**src/rtl/booth_pp_accumulator.sv**
```systemverilog
// rtl/booth_pp_accumulator.sv - serial accumulator summing Booth partial products one term per clock
module booth_pp_accumulator #(
  parameter int DATA_WIDTH       = 32,
  parameter int DATA_WIDTH_TERMS = DATA_WIDTH * 2,
  parameter int NUM_TERMS        = 12,
  parameter int CAPACITY_RESULT  = DATA_WIDTH_TERMS * NUM_TERMS
) (
  input  logic                        clk,
  input  logic                        rst,
  input  logic                        in_valid,
  output logic                        in_ready,
  input  logic [CAPACITY_RESULT-1:0]  partial_products,
  output logic                        out_valid,
  input  logic                        out_ready,
  output logic [DATA_WIDTH_TERMS-1:0] product,
  output logic                        busy
);

  // A single term still needs one index bit so the register is never zero-width.
  localparam int IDX_W = (NUM_TERMS > 1) ? $clog2(NUM_TERMS) : 1;
  localparam logic [IDX_W-1:0] LAST_IDX = IDX_W'(NUM_TERMS - 1);

  typedef enum logic [1:0] {
    IDLE  = 2'd0,
    ACCUM = 2'd1,
    DONE  = 2'd2
  } state_t;

  state_t                      state_q, state_d;
  logic [CAPACITY_RESULT-1:0]  pp_q, pp_d;
  logic [DATA_WIDTH_TERMS-1:0] acc_q, acc_d;
  logic [IDX_W-1:0]            idx_q, idx_d;
  logic [DATA_WIDTH_TERMS-1:0] term_sel;
  logic                        accept;

  // Ready when idle, or when the held result is being consumed this very cycle.
  assign in_ready = !rst && ((state_q == IDLE) || ((state_q == DONE) && out_ready));
  assign accept   = in_valid && in_ready;

  // Outputs come straight from registered state; nothing from in_valid reaches them.
  assign out_valid = (state_q == DONE);
  assign busy      = (state_q == ACCUM);
  assign product   = acc_q;

  // Pick the captured term addressed by the running index.
  always_comb begin
    term_sel = pp_q[int'(idx_q) * DATA_WIDTH_TERMS +: DATA_WIDTH_TERMS];
  end

  // Next-state: capture a bus, add one term per cycle, then hold the sum until taken.
  always_comb begin
    state_d = state_q;
    pp_d    = pp_q;
    acc_d   = acc_q;
    idx_d   = idx_q;
    case (state_q)
      IDLE: begin
        if (accept) begin
          pp_d    = partial_products;
          acc_d   = '0;
          idx_d   = '0;
          state_d = ACCUM;
        end
      end
      ACCUM: begin
        // Plain modular add: wrap is the intended two's-complement behaviour.
        acc_d = acc_q + term_sel;
        if (idx_q == LAST_IDX) begin
          state_d = DONE;
        end else begin
          idx_d = idx_q + IDX_W'(1);
        end
      end
      DONE: begin
        if (out_ready) begin
          if (accept) begin
            // Back-to-back: the next bus is captured on the same edge the result leaves.
            pp_d    = partial_products;
            acc_d   = '0;
            idx_d   = '0;
            state_d = ACCUM;
          end else begin
            state_d = IDLE;
          end
        end
      end
      default: begin
        state_d = IDLE;
      end
    endcase
  end

  // State registers; reset discards any operation in flight.
  always_ff @(posedge clk) begin
    if (rst) begin
      state_q <= IDLE;
      pp_q    <= '0;
      acc_q   <= '0;
      idx_q   <= '0;
    end else begin
      state_q <= state_d;
      pp_q    <= pp_d;
      acc_q   <= acc_d;
      idx_q   <= idx_d;
    end
  end

endmodule
```
**config.mk**
```make
export PLATFORM = sky130hd
export DESIGN_NAME = booth_pp_accumulator
export DESIGN_NICKNAME = d
export VERILOG_FILES = /design/src/rtl/booth_pp_accumulator.sv
export SDC_FILE = /design/constraint.sdc
export NUM_CORES = 2
export LEC_CHECK = 0
export BUFFER_PORTS_ARGS = -buffer_cell sky130_fd_sc_hd__buf_2
export CAP_MARGIN = 20
export CORE_UTILIZATION = 30
export DETAILED_ROUTE_END_ITERATION = 16
export PLACE_DENSITY_LB_ADDON = 0.2
export SYNTH_ARGS = -nofsm -noshare
export SYNTH_HDL_FRONTEND = slang
export SYNTH_SLANG_ARGS = --single-unit
```
**constraint.sdc**
```tcl
create_clock -name clk -period 11.8 [get_ports clk]
set_input_delay 0 -clock clk [delete_from_list [all_inputs] [get_ports clk]]
set_output_delay 0 -clock clk [all_outputs]
set_load 0.01 [all_outputs]
```
==> out/results.tsv <==
stage	metric	value	unit
setup_path	category_of_the_critical_setup_timing_path	flop to flop	
detailed_routing	avgViaCountPerCell	4.88	
cts	clk_latency	0.72	ns
power_and_ir_drop	peakVddDrop	118	uV
grt	number_of_antenna_violations_at_the_first_check_in_global_routing	26	
sta	unrepaired_setup_endpoints_after_global_routing	false	
cts	clock_sinks	838	
power_and_ir_drop	power-per-cell-area	126	nW/um2
setup_path	ff_to_ff_path_depth	14	
detailed_routing	drt_pre_antenna_iters	5	
synthesis	ys_types	76	
place	placement.io_buffers	838	
synthesis	synth_enable_flop_cells	0	
cts	tritoncts	built	
synthesis	synthesis.area	40000	um2
place	dp.final_hpwl	116000	um
hold_path	min_delay_worst_endpoint	pp_q[587]	
synthesis	syn_avg_cell_area	8.65	um2
sta	final.period_utilization	52.3	%
floorplan	die-area	135000	um2
place	place_congestion	0.886	
synthesis	seq_area_frac_synth	41.9	%
detailed_routing	wl	172000	um
cells_and_area	finalNetCount	7234	
sta	worst_margin_slew	1.17	ns
synthesis	dominantRegCellSynth	sky130_fd_sc_hd__dfxtp_1	
sta	setup_ws	5.63	ns
detailed_routing	ant_nets	0	
cts	cts_buffers	99	
cells_and_area	n_fill_cell	12500	
synthesis	postSynth.asyncResetShare	0	%
grt	wire_length_of_the_first_global_routing_pass	256000	um
setup_path	setup.worst_path.start_class	flop	
status	status	finished clean	
sta	maxSlewViolCount	0	
cts	htree_num_levels	3	
synthesis	synth_seq_cells	838	
power_and_ir_drop	power.leakage	23.6	nW
synthesis	synthSimpleGateAreaFrac	23.2	%
floorplan	floorplan_die_height	367	um
synthesis	post_synth_xor_area_fraction	1.22	%
sta	report.final.setup_viol	0	
grt	global_route.usage.total	24.8	%
floorplan	design.portCount	839	
cells_and_area	syn_to_final_growth	51.0	%
floorplan	core.rowCount	133	
cts	root_buffer	sky130_fd_sc_hd__clkbuf_16	
sta	fmaxAchievable	162	MHz
setup_path	cp.arrival	6.82	ns
sta	whs	0.0272	ns
setup_path	rr_startpoint	idx_q[1]	
floorplan	die-width	367	um
synthesis	yosys.area_share.adder	2.05	%
sta	worst_clock_skew	0.0261	ns
floorplan	start_util	30.3	%
synthesis	main_combinational_cell_family_by_area_after_synthesis	simple AND/OR/NAND/NOR gates	
detailed_routing	avgRoutedWirePerCell	20.9	um
synthesis	synth_cells	4628	
setup_path	crit_path_max_fanout	113	
setup_path	crit_path_end_kind	flop	
setup_path	cp_data_required_time	12.44	ns
hold_path	min_path_cells	4	
cts	clock_tree.buffer_depth	3	
setup_path	timing.reg2reg.setup_slack	5.63	ns
floorplan	coreArea	132000	um2
cts	clk_slew_on_worst_s_h_paths	0.06	ns
cells_and_area	proportion_of_layout_cells_with_a_drive_suffix_above_1	19.4	%
sta	slew_headroom	22.2	%
synthesis	postSynthNetCount	5465	
cells_and_area	fin_util	45.8	%
grt	grt_start_max_net_pins	260	
synthesis	synth-warning-count	0	
hold_path	worstHoldStart	partial_products[587]	
setup_path	timing.rr.end	product[63]	
synthesis	compound_cell_area_share_of_the_yosys_netlist	15.2	%
place	post-place-ws	5.17	ns
cts	cts_resized	0	
grt	grt_remaining_overflow	0	
hold_path	min-delay-path-class	input port to flop	
sta	timing_hold_violations_final	0	
run	cap_violations	0	
sta	fin_setup_tns	0	ns
detailed_routing	drc	0	
setup_path	critical_path.startpoint	idx_q[1]	
synthesis	synth_mux_area_share	12.4	%
grt	vias_in_the_first_global_route	40500	
detailed_routing	routed-via-count	40300	
sta	timing.final.crit_period	6.17	ns
detailed_routing	drt-initial-drc-count	3304	
power_and_ir_drop	totalPowerFinal	7.61	mW
==> placed cells by master (no fill, tap or decap), types with 20 or more instances in the layout <==
cell type                       count
sky130_fd_sc_hd__xor2_1            29
sky130_fd_sc_hd__a22oi_1           24
sky130_fd_sc_hd__clkbuf_1          20
sky130_fd_sc_hd__xnor2_1           27
sky130_fd_sc_hd__mux2i_1           66
sky130_fd_sc_hd__clkbuf_16        102
sky130_fd_sc_hd__mux4_2           191
sky130_fd_sc_hd__a21oi_1           88
sky130_fd_sc_hd__clkbuf_8          24
sky130_fd_sc_hd__o21ai_0          913
sky130_fd_sc_hd__nor3_1            23
sky130_fd_sc_hd__nand4_1           26
sky130_fd_sc_hd__ha_1              64
sky130_fd_sc_hd__nand2_1          934
sky130_fd_sc_hd__buf_2            838
sky130_fd_sc_hd__dfxtp_1          834
sky130_fd_sc_hd__inv_1             20
sky130_fd_sc_hd__nand2b_1         776
sky130_fd_sc_hd__nor2_1            63
sky130_fd_sc_hd__a21o_1            23
sky130_fd_sc_hd__buf_4             20
sky130_fd_sc_hd__dlygate4sd3_1   1172
==> metrics by stage <==
step / instances / cell area, um2
after floorplan: 4628 / 40000
after global placement: 6877 / 45300
after detailed placement: 6877 / 45300
after CTS: 8232 / 60400
after global routing: 8240 / 60400
final: 8247 / 60400
==> sequential cells by signal (all words and copies together), names as in the netlist <==
| signal | cells |
|---|---|
| pp_q | 768 |
| idx_q | 4 |
| product | 64 |
| state_q | 2 |
==> layer usage <==
metal | wire length, um | up-vias | track usage, %
li1 | - | 19300 | -
met1 | 82900 | 19300 | 35.5
met2 | 74400 | 1333 | 37.8
met3 | 8430 | 306 | 3.71
met4 | 6240 | 10 | 8.53
met5 | 64 | - | 0
==> cells by family after synthesis <==
logic type | after synthesis
and+or+nand+nor | 1883
DFF | 838
xor gates and xnor gates | 56
muxes | 258
AOI/OAI and AO/OA | 1136
buffers and inverters | 392
adders and majority gates | 65
==> cell type report <==
type | instances | area [um2] | share of cell area, %
flip-flops and latches | 838 | 16800 | 27.8
multi-input cells | 3398 | 21700 | 35.9
clock inverters | 37 | 443 | 0.733
diodes | 13 | 32.5 | 0.0538
repair buffers | 2039 | 16200 | 26.9
clock buffers | 146 | 2960 | 4.89
inverters | 21 | 78.8 | 0.130
well taps | 1755 | 2200 | 3.63
==> Yosys cell counts, types with 5 or more instances <==
cell type,n,area (um2)
sky130_fd_sc_hd__a22oi_1,24,180
sky130_fd_sc_hd__nor2b_1,8,50.1
sky130_fd_sc_hd__nor3_1,23,115
sky130_fd_sc_hd__dfxtp_1,838,16800
sky130_fd_sc_hd__buf_4,8,60.1
sky130_fd_sc_hd__xor2_1,29,254
sky130_fd_sc_hd__ha_1,64,801
sky130_fd_sc_hd__mux2i_1,66,661
sky130_fd_sc_hd__nand2_1,934,3510
sky130_fd_sc_hd__nand3_1,17,85.1
sky130_fd_sc_hd__nand2b_1,777,4860
sky130_fd_sc_hd__o2111ai_1,5,43.8
sky130_fd_sc_hd__xnor2_1,27,236
sky130_fd_sc_hd__clkbuf_1,269,1010
sky130_fd_sc_hd__or2_2,5,31.3
sky130_fd_sc_hd__and3_1,8,50.1
sky130_fd_sc_hd__nand4_1,26,163
sky130_fd_sc_hd__a21o_1,23,173
sky130_fd_sc_hd__o21a_1,9,67.6
sky130_fd_sc_hd__nor2_1,63,236
sky130_fd_sc_hd__mux4_2,191,4300
sky130_fd_sc_hd__a21oi_1,88,440
sky130_fd_sc_hd__a31oi_1,9,56.3
sky130_fd_sc_hd__buf_2,44,220
sky130_fd_sc_hd__o21bai_1,13,97.6
sky130_fd_sc_hd__o31ai_1,5,37.5
sky130_fd_sc_hd__buf_1,45,169
sky130_fd_sc_hd__o21ai_0,913,4570
sky130_fd_sc_hd__inv_1,20,75.1
sky130_fd_sc_hd__a211oi_1,5,37.5
==> worst max-delay path, cell delays in order, from the launching register on <==
cell and delay [ns]:
sky130_fd_sc_hd__dfxtp_4 0.92, sky130_fd_sc_hd__buf_12 0.40, sky130_fd_sc_hd__buf_4 0.64, sky130_fd_sc_hd__mux4_2 0.39, sky130_fd_sc_hd__mux2i_1 0.65, sky130_fd_sc_hd__o21ai_0 0.20, sky130_fd_sc_hd__ha_1 0.48, sky130_fd_sc_hd__nand4_1 0.19
sky130_fd_sc_hd__nor3_1 0.38, sky130_fd_sc_hd__and3_1 0.23, sky130_fd_sc_hd__o31ai_2 0.09, sky130_fd_sc_hd__a41oi_2 0.25, sky130_fd_sc_hd__nor3_1 0.08, sky130_fd_sc_hd__or4b_1 0.54, sky130_fd_sc_hd__o211ai_2 0.08
==> worst max path at each step <==
stage,to
2_1_floorplan,product[63]
3_3_place_gp,product[61]
3_5_place_dp,product[57]
4_1_cts,product[61]
5_1_grt,product[60]
6_report,product[63]
==> power by group <==
group / leakage, nW / internal (mW) / switching (mW) / total (mW)
sequential: 6.91 / 3.04 / 0.134 / 3.17
combinational: 15.1 / 0.653 / 0.573 / 1.23
clock: 1.68 / 1.91 / 1.30 / 3.21
total: 23.6 / 5.60 / 2.01 / 7.61
==> timing repair <==
item,CTS,global route
hold buffers,1172,0
setup buffers,0,0
hold endpoints to repair,769,0
endpoints found under the setup margin,0,0
Power figures use the tool's default switching activity.
